==> config.mk <==
export PLATFORM = sky130hd
export DESIGN_NAME = mem_port_arbiter
export DESIGN_NICKNAME = d
export VERILOG_FILES = /design/src/rtl/mem_port_arbiter.sv
export SDC_FILE = /design/constraint.sdc
export NUM_CORES = 1
export LEC_CHECK = 0
export ABC_AREA = 1
export CAP_MARGIN = 20
export CORE_MARGIN = 2
export CORE_UTILIZATION = 39
export DETAILED_ROUTE_END_ITERATION = 10
export PLACE_DENSITY = 0.9
export SETUP_SLACK_MARGIN = 0.3
export SLEW_MARGIN = 20
export SYNTH_ARGS = -nofsm -noshare
export SYNTH_HDL_FRONTEND = slang
export SYNTH_SLANG_ARGS = --single-unit
==> constraint.sdc <==
create_clock -name i_clk -period 1.9 [get_ports i_clk]
set_clock_uncertainty 0.05 [all_clocks]
set_input_delay 0.19 -clock i_clk [delete_from_list [all_inputs] [get_ports i_clk]]
set_output_delay 0.19 -clock i_clk [all_outputs]
set_load 0.02 [all_outputs]
==> src/rtl/mem_port_arbiter.sv <==
`default_nettype none
// ============================================================================
// Module   : mem_port_arbiter
// Purpose  : Shares one single-port unified memory between instruction fetch
//            (IF) and the load/store path (LS). One access in flight at a time
//            (IDLE -> ISSUE -> RESP). LS has priority, but a streak counter
//            caps consecutive LS grants while IF waits. A per-access timeout
//            completes a hung access with an error instead of stalling.
// Ports    : i_clk/i_rst          clock, synchronous active-high reset
//            i_if_*  / o_if_*     fetch request, ack pulse, error, read data
//            i_ls_*  / o_ls_*     load/store request, ack pulse, error, data
//            o_mem_* / i_mem_*    registered memory request, req/ack handshake
//            o_busy               high whenever an access is in progress
// Revision : 1.0  initial release
// ============================================================================
module mem_port_arbiter #(
    parameter int AW      = 32,
    parameter int LS_MAX  = 4,
    parameter int TIMEOUT = 64
) (
    input  logic          i_clk,
    input  logic          i_rst,
    input  logic          i_if_req,
    input  logic [AW-1:0] i_if_addr,
    output logic          o_if_ack,
    output logic          o_if_err,
    output logic [31:0]   o_if_rdata,
    input  logic          i_ls_req,
    input  logic          i_ls_wren,
    input  logic [AW-1:0] i_ls_addr,
    input  logic [31:0]   i_ls_wdata,
    input  logic [3:0]    i_ls_bmask,
    output logic          o_ls_ack,
    output logic          o_ls_err,
    output logic [31:0]   o_ls_rdata,
    output logic          o_mem_req,
    output logic          o_mem_wren,
    output logic [AW-1:0] o_mem_addr,
    output logic [31:0]   o_mem_wdata,
    output logic [3:0]    o_mem_bmask,
    input  logic          i_mem_ack,
    input  logic [31:0]   i_mem_rdata,
    output logic          o_busy
);

    localparam int C_SW = $clog2(LS_MAX + 1);
    localparam int C_TW = $clog2(TIMEOUT + 1);

    typedef enum logic [1:0] {
        ST_IDLE  = 2'd0,
        ST_ISSUE = 2'd1,
        ST_RESP  = 2'd2
    } state_t;

    state_t          r_state_q,     w_state_d;
    logic            r_owner_ls_q,  w_owner_ls_d;
    logic            r_wren_q,      w_wren_d;
    logic [AW-1:0]   r_addr_q,      w_addr_d;
    logic [31:0]     r_wdata_q,     w_wdata_d;
    logic [3:0]      r_bmask_q,     w_bmask_d;
    logic [C_SW-1:0] r_streak_q,    w_streak_d;
    logic [C_TW-1:0] r_tmo_q,       w_tmo_d;
    logic            r_err_q,       w_err_d;
    logic [31:0]     r_rdata_q,     w_rdata_d;
    logic            w_grant_ls;

    always_ff @(posedge i_clk) begin
        if (i_rst) begin
            r_state_q    <= ST_IDLE;
            r_owner_ls_q <= 1'b0;
            r_wren_q     <= 1'b0;
            r_addr_q     <= '0;
            r_wdata_q    <= '0;
            r_bmask_q    <= '0;
            r_streak_q   <= '0;
            r_tmo_q      <= '0;
            r_err_q      <= 1'b0;
            r_rdata_q    <= '0;
        end else begin
            r_state_q    <= w_state_d;
            r_owner_ls_q <= w_owner_ls_d;
            r_wren_q     <= w_wren_d;
            r_addr_q     <= w_addr_d;
            r_wdata_q    <= w_wdata_d;
            r_bmask_q    <= w_bmask_d;
            r_streak_q   <= w_streak_d;
            r_tmo_q      <= w_tmo_d;
            r_err_q      <= w_err_d;
            r_rdata_q    <= w_rdata_d;
        end
    end

    always_comb begin
        w_state_d    = r_state_q;
        w_owner_ls_d = r_owner_ls_q;
        w_wren_d     = r_wren_q;
        w_addr_d     = r_addr_q;
        w_wdata_d    = r_wdata_q;
        w_bmask_d    = r_bmask_q;
        w_streak_d   = r_streak_q;
        w_tmo_d      = r_tmo_q;
        w_err_d      = r_err_q;
        w_rdata_d    = r_rdata_q;
        // LS wins unless IF has already waited through LS_MAX LS grants.
        w_grant_ls   = i_ls_req && !(i_if_req && (r_streak_q == C_SW'(LS_MAX)));

        case (r_state_q)
            ST_IDLE: begin
                if (i_ls_req || i_if_req) begin
                    w_state_d    = ST_ISSUE;
                    w_owner_ls_d = w_grant_ls;
                    w_wren_d     = w_grant_ls & i_ls_wren;
                    w_addr_d     = w_grant_ls ? i_ls_addr  : i_if_addr;
                    w_wdata_d    = w_grant_ls ? i_ls_wdata : 32'd0;
                    w_bmask_d    = w_grant_ls ? i_ls_bmask : 4'hF;
                    w_tmo_d      = '0;
                    w_err_d      = 1'b0;
                    w_rdata_d    = '0;
                    // Streak only counts LS grants that made a waiting IF wait longer.
                    if (w_grant_ls && i_if_req) begin
                        if (r_streak_q != C_SW'(LS_MAX)) begin
                            w_streak_d = r_streak_q + 1'b1;
                        end
                    end else begin
                        w_streak_d = '0;
                    end
                end
            end
            ST_ISSUE: begin
                // An ack in the final allowed cycle still counts as success.
                if (i_mem_ack) begin
                    w_state_d = ST_RESP;
                    w_err_d   = 1'b0;
                    w_rdata_d = r_wren_q ? 32'd0 : i_mem_rdata;
                end else if (r_tmo_q == C_TW'(TIMEOUT - 1)) begin
                    w_state_d = ST_RESP;
                    w_err_d   = 1'b1;
                    w_rdata_d = '0;
                end else begin
                    w_tmo_d = r_tmo_q + 1'b1;
                end
            end
            ST_RESP: begin
                w_state_d = ST_IDLE;
                w_err_d   = 1'b0;
                w_rdata_d = '0;
            end
            default: begin
                w_state_d = ST_IDLE;
            end
        endcase
    end

    assign o_mem_req   = (r_state_q == ST_ISSUE);
    assign o_mem_wren  = r_wren_q;
    assign o_mem_addr  = r_addr_q;
    assign o_mem_wdata = r_wdata_q;
    assign o_mem_bmask = r_bmask_q;
    assign o_busy      = (r_state_q != ST_IDLE);

    assign o_if_ack    = (r_state_q == ST_RESP) && !r_owner_ls_q;
    assign o_ls_ack    = (r_state_q == ST_RESP) &&  r_owner_ls_q;
    assign o_if_err    = o_if_ack & r_err_q;
    assign o_ls_err    = o_ls_ack & r_err_q;
    assign o_if_rdata  = o_if_ack ? r_rdata_q : 32'd0;
    assign o_ls_rdata  = o_ls_ack ? r_rdata_q : 32'd0;

endmodule
`default_nettype wire

Yosys cells after proc, flatten, opt, wreduce, memory -nomap -nowiden
Cells that the tools add are included.
Storage, ports and cells
  input port bits: 138
  register bits after elaboration: 115
  word-level logic and storage cells: 66
Cells by class
  muxes and demuxes: 24
  reduce and logical (&&, ||, !) cells: 17
  $add $sub $neg: 2
  eq/ne operators: 10
  bitwise logic cells: 3
Operators by type and width (number)
  $mux 32: 8
  $pmux 32 s3: 1
  $mux 7: 3
  $pmux 7 s2: 1
  $add 7x1->7 const B: 1
  $eq 7x6->1 const B: 1
  $mux 2: 3
  $mux 3: 2
  $ne 2x2->1 const B: 3
  $reduce_and 3->1: 2
  $logic_and 1x1->1: 5
  $mux 4: 1
  $pmux 2 s2: 1
  $reduce_and 2->1: 2
  $reduce_and 4->1: 1
  $reduce_bool 2->1: 2
  $add 3x1->3 const B: 1
  $and 1x1->1: 3
  $eq 3x3->1 const B: 1
  $mux 1: 3
  $ne 3x1->1 const B: 1
  $ne 3x3->1 const B: 1
  $pmux 1 s3: 1
  $reduce_bool 3->1: 1
  other kinds (6): 7

Logic depth before layout (Yosys ltp)
Gate-level depths: netlist of the first run.
  word-level depth: 7
  depth in mapped cells: 9
  depth with buffers taken out: 9

Worst setup path before layout of the first run
No wires, ideal clock.
  path kind: reg2out
  from: register r_owner_ls_q
  to: output o_ls_rdata[10]
  slack: 0.011 ns
  arrival: 1.649 ns
  cell stages (with the launch flop): 6
  data required time: 1.660 ns
  cells stage by stage: dfxtp_1 inv_1 nor3_1 inv_1 clkbuf_1 nor2_1
Between the ends
  longest elaborated chain between the ends: 2
RTL lines
  start: declaration: line 56  | logic r_owner_ls_q, w_owner_ls_d;
  start signal: assignment: line 81  | r_owner_ls_q <= w_owner_ls_d;
  $logic_and 1x1->1: line 162  | assign o_ls_ack = (r_state_q == ST_RESP) && r_owner_ls_q;
  via o_ls_ack: line 33  | output logic o_ls_ack,
  $mux 32: line 166  | assign o_ls_rdata = o_ls_ack ? r_rdata_q : 32'd0;
  end: declaration: line 35  | output logic [31:0] o_ls_rdata,
The timed path passes the listed nets, and every way through them passes these cells.

Worst setup path in the final report of the first run
  from: register r_state_q[1]
  to: output o_ls_rdata[3]
Between the ends
  longest elaborated chain between the ends: 3
RTL lines
  start: declaration: line 55  | state_t r_state_q, w_state_d;
  start signal: assignment: line 80  | r_state_q <= w_state_d;
  $eq 2x2->1: line 162
  $logic_and 1x1->1: line 162
  $mux 32: line 166
No other way between the ends.

==> results by group, run 1 <==
Status
  • Status: finished, final reports clean

Flow run
  • Maximum Capacitance Violations: 0

Clock tree
  • H-tree levels: 4
  • Clock Latency Late Sink: 410 ps
  • Cts hold-fix bufs: 0
  • Total CTS buffers: 17
  • CTS max path bufs: 2
  • Clock-pin slew on the worst setup and hold paths: 50 ps
  • Clk Tree Root Cell: clkbuf_16
  • Sink Count: 115
  • CTS tree: yes

Global route
  • Grt ovf: 0
  • First-pass GRT wire length: 26880 µm
  • Initial antenna violation count: 0
  • Largest net degree at the start of global routing: 74
  • Tot GR Track Use: 23.90%
  • Vias in the first global route: 5629

STA
  • RSZ-0062 raised after global routing: yes
  • Slew @ Worst Pin: 778.7 ps
  • Period utilization: 95.79%
  • Final setup viols: 0
  • Hold WS: 236.4 ps
  • Period minus WS final: 1820 ps
  • Setup TNS: 0 ps
  • Final Hold Vio Count: 0
  • PnR worst setup slack: 79.90 ps
  • Final slew viol count: 0
  • Fmax: 0.5494 GHz
  • Relative slew slack: 48.08%

Setup path
  • CP required: 1660 ps
  • R2r endpoint: r_rdata_q[16]
  • CP Max Fanout: 33
  • Crit path launch: r_state_q[1]
  • Worst Setup Start Kind: register
  • Setup crit end kind: output port
  • Slowest-stage cell, CP: dfxtp_2
  • CP cell instances: inv_4, nor3_4, inv_2, buf_12, nor2_1, buf_4
  • RR Startpoint: r_state_q[0]
  • Path depth of the worst reg2reg path: 7
  • Critical path arrival: 1580 ps
  • R2r setup slk: 190 ps
  • Worst Setup EP: o_ls_rdata[3]
  • Critical path class: reg2out
  • Crit-path max cell delay: 360 ps

Yosys
  • Yosys reg bits: 115
  • Yosys warnings: 0
  • Post-Synthesis Cells: 725
  • Cell Area, Synth: 0.005025 mm²
  • Syn Area/Cell: 6.931 µm²
  • Mapped Nets: 866
  • Post-synthesis sequential area ratio: 45.82%
  • Yosys cell types: 23

Die
  • Die Wd: 117.5 µm
  • # rows: 41
  • Chip height: 117.5 µm
  • Io pins: 277
  • Die Footprint: 0.01381 mm²
  • Core area: 0.01262 mm²
  • Initial core utilization: 39.82%

Drt
  • 1st-iter DRT viols: 350
  • DR vias: 6002
  • TritonRoute pass-1 iters: 5
  • Routed length per instance: 16.38 µm
  • Drt total wl: 19520 µm
  • Via density: 5.035
  • DRC viols: 0
  • Post-DRT Antenna Nets: 0

Layout
  • Fraction of layout cells with a size suffix above 1: 20.00%
  • Nets: 1148
  • Ant. Diodes: 0
  • Filler cells: 891
  • P&R area growth vs syn: 86.55%
  • Fin cells: 1192

Placed design
  • Dpl cells: 1144
  • Post-DP HPWL: 11840 µm
  • Number of port buffers: 276
  • GPL Wtd Cong: 0.8452
  • Pre-CTS setup slack: 59.10 ps

Pwr
  • Worst VDD drop: 767.0 µV
  • P per Cell Area: 851.9 mW/mm²
  • Pleak: 4.626 nW

Min path
  • Tightest Hold Check Type: in2reg
==> registers in the layout, summed over array words and instances (netlist names), 2 cells and up <==
signal / count
o_mem_bmask: 4
r_tmo_q: 7
o_mem_wdata: 32
r_state_q: 2
o_mem_addr: 32
r_streak_q: 3
r_rdata_q: 32
==> cells in the mapped netlist <==
cell type / n / area, µm²
nand2_1: 190 / 713.2
dfxtp_1: 115 / 2302
a21oi_1: 108 / 540.5
nor2_1: 86 / 322.8
inv_1: 79 / 296.5
o21ai_0: 39 / 195.2
a21o_1: 32 / 240.2
clkbuf_1: 25 / 93.84
buf_2: 16 / 80.08
nand3_1: 11 / 55.05
buf_4: 5 / 37.54
ha_1: 3 / 37.54
nand2_2: 3 / 18.77
nand4_1: 2 / 12.51
nor2_2: 2 / 12.51
nor3_1: 2 / 10.01
a21boi_1: 1 / 7.510
inv_2: 1 / 3.750
nor2_4: 1 / 11.26
nor3b_1: 1 / 7.510
nor3b_2: 1 / 12.51
o21ai_1: 1 / 5.000
xor2_1: 1 / 8.760
==> cells by family (layout without fill, tap and decap cells) <==
| family | Yosys count | in the layout | synth area share, % |
|---|---|---|---|
| simple gates | 299 | 299 | 23.41 |
| compound gates | 181 | 181 | 19.67 |
| buf+inv | 126 | 421 | 10.18 |
| flops | 115 | 115 | 45.82 |
| fa+ha+maj | 3 | 3 | 0.7471 |
| xor+xnor | 1 | 1 | 0.1743 |
==> worst min-delay path by stage <==
stage | startpoint | end | slack [ps] | cells past startpoint
CTS | i_rst | r_tmo_q[6] | 220 | 4
detailed placement | r_tmo_q[6] | r_tmo_q[6] | 390 | 2
floorplan | i_ls_bmask[0] | o_mem_bmask[0] | 260 | 2
finish | i_rst | r_tmo_q[6] | 240 | 4
global route | i_rst | r_tmo_q[6] | 280 | 4
global placement | r_tmo_q[6] | r_tmo_q[6] | 380 | 2
==> repair_timing <==
action / in CTS / in global routing
resized for setup: 330 / 179
pin swaps: 0 / 1
hold endpoints to repair: 0 / 0
endpoints found under the setup margin: 207 / 252
buffers inserted: 0 / 4
gates cloned: 0 / 12
==> per-layer routing <==
layer  global-route usage, %  routed length (µm)
met1                   25.98                7479
met2                   41.23                9847
met4                   10.39                 577
met3                   9.448                1619
met5                       0                   0
==> report_power, final <==
part / leakage (nW) / total [mW] / switching, mW / internal (mW)
clock network: 0.305 / 3.51 / 1.16 / 2.36
registers: 0.945 / 2.69 / 0.0959 / 2.59
logic: 3.38 / 1.78 / 0.915 / 0.867
total: 4.63 / 7.99 / 2.17 / 5.82
==> through the flow <==
stage / area [µm²] / power, mW / util, %
2_1_floorplan: 5050 / 3.469 / -
3_3_place_gp: 8069 / 4.265 / 63.94
3_5_place_dp: 8069 / 4.304 / 63.94
4_1_cts: 8533 / 7.805 / 67.62
5_1_grt: 9374 / 8.271 / 74.28
6_report: 9374 / 7.985 / 74.28
==> cells in the final DEF, fill, tap and decap left out, types with 2 or more instances in the layout <==
| cell type | count |
|---|---|
| clkbuf_16 | 26 |
| clkdlybuf4s50_1 | 149 |
| clkinv_4 | 2 |
| ha_1 | 2 |
| nand3_1 | 10 |
| nor2_2 | 24 |
| o21ai_0 | 39 |
| nand4_1 | 2 |
| a21o_1 | 32 |
| bufinv_16 | 5 |
| nor2_4 | 25 |
| clkbuf_2 | 2 |
| nand2_2 | 2 |
| nor3_4 | 2 |
| nand2_1 | 188 |
| buf_6 | 26 |
| dfxtp_1 | 109 |
| clkinvlp_4 | 4 |
| buf_4 | 53 |
| nor2_1 | 40 |
| clkinv_2 | 2 |
| buf_12 | 11 |
| inv_4 | 3 |
| inv_1 | 76 |
| nand2_4 | 3 |
| a21oi_1 | 108 |
| dfxtp_2 | 6 |
| dlymetal6s2s_1 | 56 |
==> cell type report <==
class | instances | area, µm² | area share [%]
timing repair buffer | 309 | 3367 | 35.92
multi-input combinational | 484 | 2524 | 26.92
sequential | 115 | 2310 | 24.64
clock buffer | 19 | 442.9 | 4.725
inverter | 80 | 307.8 | 3.284
tap | 172 | 215.2 | 2.296
clock inverter | 13 | 207.7 | 2.216
==> worst max-delay path, delay by kind of cell (launching register included) <==
family | cells | cell delay, ps
flip-flops | 1 | 360
AND/OR/NAND/NOR | 2 | 320
buffers and inverters | 4 | 460
Note: power is estimated with default switching activity, not from simulation.
==> run 2: changes to the inputs <==
- CORE_MARGIN: 2 -> 4
==> run 2 against run 1 <==
Effect of this change:
- register-to-register slack improved by 60 ps
- worst hold slack got worse by 130 ps
- routed wire length fell by 5.4%
- via count fell by 3.9%
- non-clock buffer count rose by 2
- sequential share of layout area rose by 1.5 points
- count of clock-buffer cells in the layout rose by 7
- cell count did not move
- global-route usage fell by 1.5 points
- critical path depth did not move
- flip-flop and latch count did not move
- critical path type unchanged
- critical endpoint is now o_ls_rdata[13]
==> results by group, run 2 (synthesis gave the netlist of run 1 again) <==
STA
  • Relative slew slack: 45.62% (-2.5 points)
  • Fmax: 0.5547 GHz (+0.97%)
  • Period minus WS final: 1803 ps (-17.46 ps)
  • PnR worst setup slack: 97.36 ps (+17.46 ps)
  • Period utilization: 94.88% (-0.92 points)
  • Final setup viols: 0 (unchanged)
  • Final Hold Vio Count: 0 (unchanged)
  • Slew @ Worst Pin: 815.7 ps (+36.95 ps)
  • Setup TNS: 0 ps (unchanged)
  • Final slew viol count: 0 (unchanged)
  • RSZ-0062 raised after global routing: yes

Pwr
  • P per Cell Area: 819.9 mW/mm² (-3.8%)
  • Worst VDD drop: 841.7 µV (+9.7%)
  • Pleak: 3.872 nW (-16%)
  • Total power: 7.243 mW (-9.3%)

Setup path
  • CP required: 1660 ps (about the same)
  • Path depth of the worst reg2reg path: 8 (+1)
  • WP depth: 6 (unchanged)
  • Critical path arrival: 1560 ps (-20 ps)
  • Setup crit end kind: output port
  • WP buf/inv: 4 (unchanged)
  • Crit-path max cell delay: 350 ps (about the same)
  • CP Max Fanout: 8 (-76%)
  • Worst Setup Start Kind: register
  • Kind of cell adding the most delay to the critical path: buffers and inverters
  • Slowest-stage cell, CP: dfxtp_2
  • Most used cell, CP: inv_2
  • CP cell instances: inv_2, nor3_4, inv_2, clkbuf_16, nor2_1, buf_4
  • Critical path class: reg2out

Global route
  • Initial antenna violation count: 0 (unchanged)
  • First-pass GRT wire length: 26080 µm (-3.0%)
  • Vias in the first global route: 5323 (-5.4%)
  • Grt ovf: 0 (unchanged)
  • Largest net degree at the start of global routing: 74 (unchanged)
  • Tot GR Track Use: 22.35% (-1.5 points)

Clock tree
  • CTS max path bufs: 2 (unchanged)
  • CTS tree: yes
  • Clock-pin slew on the worst setup and hold paths: 50 ps (about the same)
  • Total CTS buffers: 17 (unchanged)
  • Clock Latency Late Sink: 400 ps (about the same)
  • Cts hold-fix bufs: 0 (unchanged)
  • Sink Count: 115 (unchanged)
  • H-tree levels: 4 (unchanged)
  • Clk Tree Root Cell: clkbuf_16

Layout
  • Fin cells: 1192 (unchanged)
  • Ant. Diodes: 0 (unchanged)
  • Commonest non-fill, non-tap cell in the layout: clkdlybuf4s50_1
  • P&R area growth vs syn: 75.82%
  • Fraction of layout cells with a size suffix above 1: 18.04% (-2.0 points)
  • Nets: 1150 (+0.17%)
  • Commonest cells after routing, fill and taps aside: 191 x clkdlybuf4s50_1, 187 x nand2_1, 109 x dfxtp_1

Die
  • Die Footprint: 0.01476 mm² (+6.9%)
  • Io pins: 277 (unchanged)
  • Chip height: 121.5 µm (+3.4%)
  • Core area: 0.01262 mm² (unchanged)
  • Initial core utilization: 39.82% (unchanged)
  • # rows: 41 (unchanged)
  • Die Wd: 121.5 µm (+3.4%)

Drt
  • TritonRoute pass-1 iters: 5 (unchanged)
  • Met1 Routed Length: 7130 µm (-4.7%)
  • DR vias: 5766 (-3.9%)
  • Via density: 4.837 (-3.9%)
  • Post-DRT Antenna Nets: 0 (unchanged)
  • Drt total wl: 18470 µm (-5.4%)
  • Met2 wire length: 9121 µm (-7.4%)
  • DRC viols: 0 (unchanged)
  • Top sig layer: met4
  • Met3 routed WL: 1944 µm (+20%)
  • 1st-iter DRT viols: 318 (-9.1%)
  • Routed length per instance: 15.50 µm (-5.4%)

Flow run
  • Maximum Capacitance Violations: 0 (unchanged)

Placed design
  • Dpl cells: 1151 (+0.61%)
  • GPL Wtd Cong: 0.8056 (-4.7%)
  • Number of port buffers: 276 (unchanged)
  • Post-DP HPWL: 12530 µm (+5.8%)
  • Pre-CTS setup slack: 23.56 ps (-35.54 ps)

Min path
  • Hold depth: 4 (unchanged)
  • Tightest Hold Check Type: in2reg

Status
  • Status: finished, final reports clean
-- run 2: what timing repair did --
action                                  4_1_cts  5_1_grt
endpoints found under the setup margin      219      251
gates resized for setup                     338       74
gates cloned                                  0        4
pin swaps                                     1        5
setup buffers                                 1        6
-- run 2: power by group --
part	internal (mW)	total [mW]	switching [mW]	leakage [nW]
Sequential	2.60	2.69	0.0934	0.945
Clock	1.85	2.89	1.04	0.268
Combinational	0.824	1.67	0.843	2.66
Total	5.27	7.24	1.97	3.87
-- run 2: per-stage QoR --
stage	hold WS, ps	cell area [µm²]	utilization, %
detailed placement	386.9	8109	64.26
global route	112.1	8835	70.01
CTS	88.07	8493	67.30
floorplan	260.7	5050	-
global placement	385.2	8109	64.26
finish	109.5	8835	70.01
-- run 2: metal layers --
layer | global-route usage, % | vias up
met4 | 8.403 | 0
met1 | 24.11 | 2658
li1 | - | 2842
met5 | 0 | -
met3 | 10.30 | 24
met2 | 38.31 | 242
-- run 2: tightest hold or removal path: cells and delay by family --
family | cells | cell delay [ps]
compound gates | 1 | 40
buf+inv | 2 | 210
simple gates | 1 | 80
-- run 2: cell type report --
cell class	count	area, µm²
fill	974	3785
timing repair buffer	311	3087
multi-input combinational	484	2379
sequential	115	2312
clock buffer	26	519.2
inverter	80	300.3
tap	172	215.2
clock inverter	4	22.52
-- run 2: worst paths after layout --
| kind | startpoint | endpoint | slack, ps |
|---|---|---|---|
| worst min-delay path | i_rst | r_tmo_q[6] | 110 |
| worst max register to register | r_state_q[0] | o_mem_addr[14] | 250 |
| worst max-delay path | r_owner_ls_q | o_ls_rdata[13] | 100 |
| worst min register to register | r_tmo_q[6] | r_tmo_q[6] | 400 |
==> variant 1 (settings of run 2) <==
Take the reset off `r_rdata_q` and load it in a clocked block of its own.
--- a/src/rtl/mem_port_arbiter.sv
+++ b/src/rtl/mem_port_arbiter.sv
@@ -76,5 +76,4 @@
             r_tmo_q      <= '0;
             r_err_q      <= 1'b0;
-            r_rdata_q    <= '0;
         end else begin
             r_state_q    <= w_state_d;
@@ -87,6 +86,9 @@
             r_tmo_q      <= w_tmo_d;
             r_err_q      <= w_err_d;
-            r_rdata_q    <= w_rdata_d;
         end
+    end
+
+    always_ff @(posedge i_clk) begin
+        r_rdata_q <= w_rdata_d;
     end
 
Function: same outputs for any inputs over 4 cycles, from zero or initial values and one cycle with i_rst high; that may be too few to reach the edited logic, so the function may still have changed.
==> variant 1 against run 2 <==
The flow now finishes with violations (negative setup slack). Clock power is 9.7% higher. Combinational power is 26% higher. Wire length is 19% higher. Design area is 13% higher. Non-clock buffer count is 21 higher. Setup slack worse by 110 ps. Power is 13% higher. Register-to-register slack worse by 80 ps. Synthesized area is 3.6% higher. Sequential cell count stayed put. Highest routed layer is now met5.
==> variant 1: results (changes against run 2) <==
metric;value;unit;change
combinational power;2.11;mW;+26%
initial antenna violation count;1;;+1
fraction of area in multi-input gates;24.0;%;-3.0 points
crit path DAT;1670;ps;+110 ps
setup total negative slack;-29.7;ps;-29.7 ps
CTS resizes;459;;+36%
fraction of layout cells with a size suffix above 1;24.7;%;+6.6 points
hold slack;283;ps;+173 ps
Worst VDD drop;0.501;mV;-40%
clk_buf instances;23;;-12%
DP Cell Count;1130;;-1.8%
worst r2r path cells;9;;+1
Synthesized Nets;841;;-2.9%
WHS Endpoint;o_mem_wdata[15];;
register area;2640;um^2;+14%
worst r2r src;r_state_q[1];;
P_leak;4.83;nW;+25%
CP endpoint;o_ls_rdata[4];;
Final setup viols;3;;+3
GR Util All Layers;23.1;%;+0.77 points
number of distinct library cells after synthesis;25;;+8.7%
switching pwr;2.35;mW;+19%
status;complete, but fails checks;;
final worst slack;-14.5;ps;-112 ps
filler cell count in the final layout;797;;-18%
Sw Ratio;28.6;%;+1.4 points
flip-flop and latch share of the layout cell area;26.5;%;+0.31 points
top cells by count, synth;136 x nand2_1, 120 x nor2_1, 115 x inv_1;;
sequential-to-total area share from yosys stat;50.4;%;+4.6 points
post-placement cell area;8440;um^2;+4.0%
Post-synth EDFFs;32;;+32
failing checks;negative setup slack;;
vias in the first global route;5503;;+3.4%
Reg-to-Reg End;r_rdata_q[1];;
comb_multi_in;429;;-11%
largest net degree at the start of global routing;37;;-50%
drt wl/cell;18.4;um;+19%
Net count, final;1153;;+0.26%
buffer share of cell area;36.9;%;+1.9 points
[variant 1: changes by cell type after synthesis, moves of 2 or more]
| cell | delta |
|---|---|
| nor2_1 | +34 |
| buf_2 | +5 |
| edfxtp_1 | +32 |
| dfxtp_1 | -32 |
| o21ai_0 | -2 |
| buf_4 | -3 |
| clkbuf_1 | -10 |
| nand2_1 | -54 |
| nand3_1 | +2 |
| a21oi_1 | -34 |
| inv_1 | +36 |
[variant 1: cells by family after synthesis]
logic type      after synthesis  synth area share, %
buf+inv                     156                 12.0
compound gates              146                 15.7
simple gates                279                 21.0
fa+ha+maj                     3                0.721
flops                       115                 50.4
xor+xnor                      1                0.168
[variant 1: metal layers]
layer	vias up	global-route usage (%)	part of all wire [%]
li1	2806	-	-
met1	2780	22.8	36
met2	299	42.2	52
met3	44	9.24	9.0
met4	2	10.9	2.5
met5	-	0	0.032
==> variant 2 (settings of run 2) <==
Without the edit above. `TIMEOUT`: 64 -> 128.
--- a/src/rtl/mem_port_arbiter.sv
+++ b/src/rtl/mem_port_arbiter.sv
@@ -17,5 +17,5 @@
     parameter int AW      = 32,
     parameter int LS_MAX  = 4,
-    parameter int TIMEOUT = 64
+    parameter int TIMEOUT = 128
 ) (
     input  logic          i_clk,
Check against the original RTL: no difference found for any inputs over 4 cycles, from zero or initial values and one cycle with i_rst high; that may be too few to reach the edited logic, so the function may still have changed.
==> variant 2 against run 2 <==
Power grew 5.7%. Die area grew 0.32%. Global-route usage grew 0.30 points. Setup slack lost 25 ps. Synthesized area grew 0.35%. Utilization grew 3.3 points. Critical path type unchanged. First-iteration DRC count shrank 5.0%. Design area grew 4.6%. Largest power group unchanged. Wire length grew 4.9%. Sequential cell count grew 1. Combinational power shrank 4%. Register-to-register slack gained 20 ps.
==> variant 2: results (changes against run 2) <==
metric;value;unit;change
status;finished, final reports clean;;
initial antenna violation count;0;;unchanged
worst slack, placed;-23.1;ps;-46.7 ps
sequential-to-total area share from yosys stat;46.1;%;+0.24 points
Max clock buf depth;2;;unchanged
Least-Margin Pin Slew;695;ps;-121 ps
largest net degree at the start of global routing;69;;-6.8%
GR Util All Layers;22.7;%;+0.30 points
met2 Usage GRT;40.1;%;+1.8 points
worst r2r path cells;10;;+2
Metal-1 WL;7.19;mm;+0.88%
number of distinct library cells after synthesis;26;;+13%
H-tree depth;4;;unchanged
drt first-iter violations;302;;-5.0%
P_leak;4.40;nW;+14%
Vias;5911;;+2.5%
Synth async-reset ratio;0;%;unchanged
CTS resizes;405;;+20%
Worst Hold Class;input port to flop;;
met1 usage;24.7;%;+0.63 points
Num CTS Buffers;17;;unchanged
Placer Congestion;0.833;;+3.4%
clock latency on the worst-skew pair;410;ps;
Cells after Synth;706;;-2.6%
post-CTS setup buffer count;5;;+4
Ys Warns;0;;unchanged
first-pass GRT wire length;26.8;mm;+2.7%
HPWL after detailed placement;12.5;mm;-0.30%
Diodes inserted;0;;unchanged
top sig layer;met4;;
GR Util met3;7.75;%;-2.6 points
fraction of layout cells with a size suffix above 1;20.9;%;+2.9 points
Area contributors post-synth;dfxtp_1 46%, nand2_1 12%, nor2_1 8.9%;;
Synthesized Nets;847;;-2.2%
met3 WL;1.60;mm;-18%
drt via density;4.99;;+3.2%
Routed WL;19.4;mm;+4.9%
Net count, final;1140;;-0.87%
vias in the first global route;5584;;+4.9%
number of I/O port buffers;276;;unchanged
post-placement cell area;8060;um^2;-0.65%
met2 wire length;9.92;mm;+8.7%
hold depth;2;;-2
Worst VDD drop;0.583;mV;-31%
Critical-path top delay cell;dfxtp_2;;
top cells by count, synth;161 x nand2_1, 119 x nor2_1, 116 x dfxtp_1;;
Detailed Routing Iterations Pass 1;5;;unchanged
most used routing layer;met2;;
critical-path maximum fanout;12;;+4
-- variant 2: changes by cell type after synthesis, moves of 3 or more --
| cell | before | now |
|---|---|---|
| buf_6 | 0 | 3 |
| nor2_1 | 86 | 119 |
| a21oi_1 | 108 | 43 |
| inv_1 | 79 | 84 |
| o21ai_0 | 39 | 9 |
| o211ai_1 | 0 | 32 |
| nand3_1 | 11 | 42 |
| a21o_1 | 32 | 0 |
| nand2_1 | 190 | 161 |
| a22oi_1 | 0 | 33 |
| buf_4 | 5 | 1 |
-- variant 2: area by class of cell --
cell class | instances | area (um^2)
multi-input cells | 460 | 2490
well taps | 172 | 215
inverters | 86 | 345
flip-flops and latches | 116 | 2330
fillers | 898 | 3370
repair buffers | 318 | 3240
clock buffers | 23 | 468
clock inverters | 9 | 151
-- variant 2: cell families (layout without fill, tap and decap cells) --
kind of cell | after synthesis | after routing | synth area share [%]
fa+ha+maj | 3 | 3 | 0.744
xor+xnor | 1 | 1 | 0.174
flops | 116 | 116 | 46.1
buf+inv | 130 | 436 | 10.6
simple gates | 336 | 336 | 26.9
compound gates | 120 | 120 | 15.5
-- variant 2: worst paths after layout --
| check | startpoint | end | slack, ps |
|---|---|---|---|
| hold reg to reg | r_rdata_q[28] | r_rdata_q[28] | 410 |
| setup reg to reg | r_streak_q[0] | o_mem_addr[4] | 270 |
| hold / removal | i_rst | r_rdata_q[30] | 30 |
| setup / recovery | r_state_q[1] | o_ls_rdata[2] | 70 |
-- variant 2: where the power goes --
part	total (mW)	switching, mW	leakage (nW)	internal [mW]
combinational	1.60	0.846	3.15	0.750
sequential	2.71	0.0992	0.953	2.61
clock	3.35	1.09	0.301	2.26
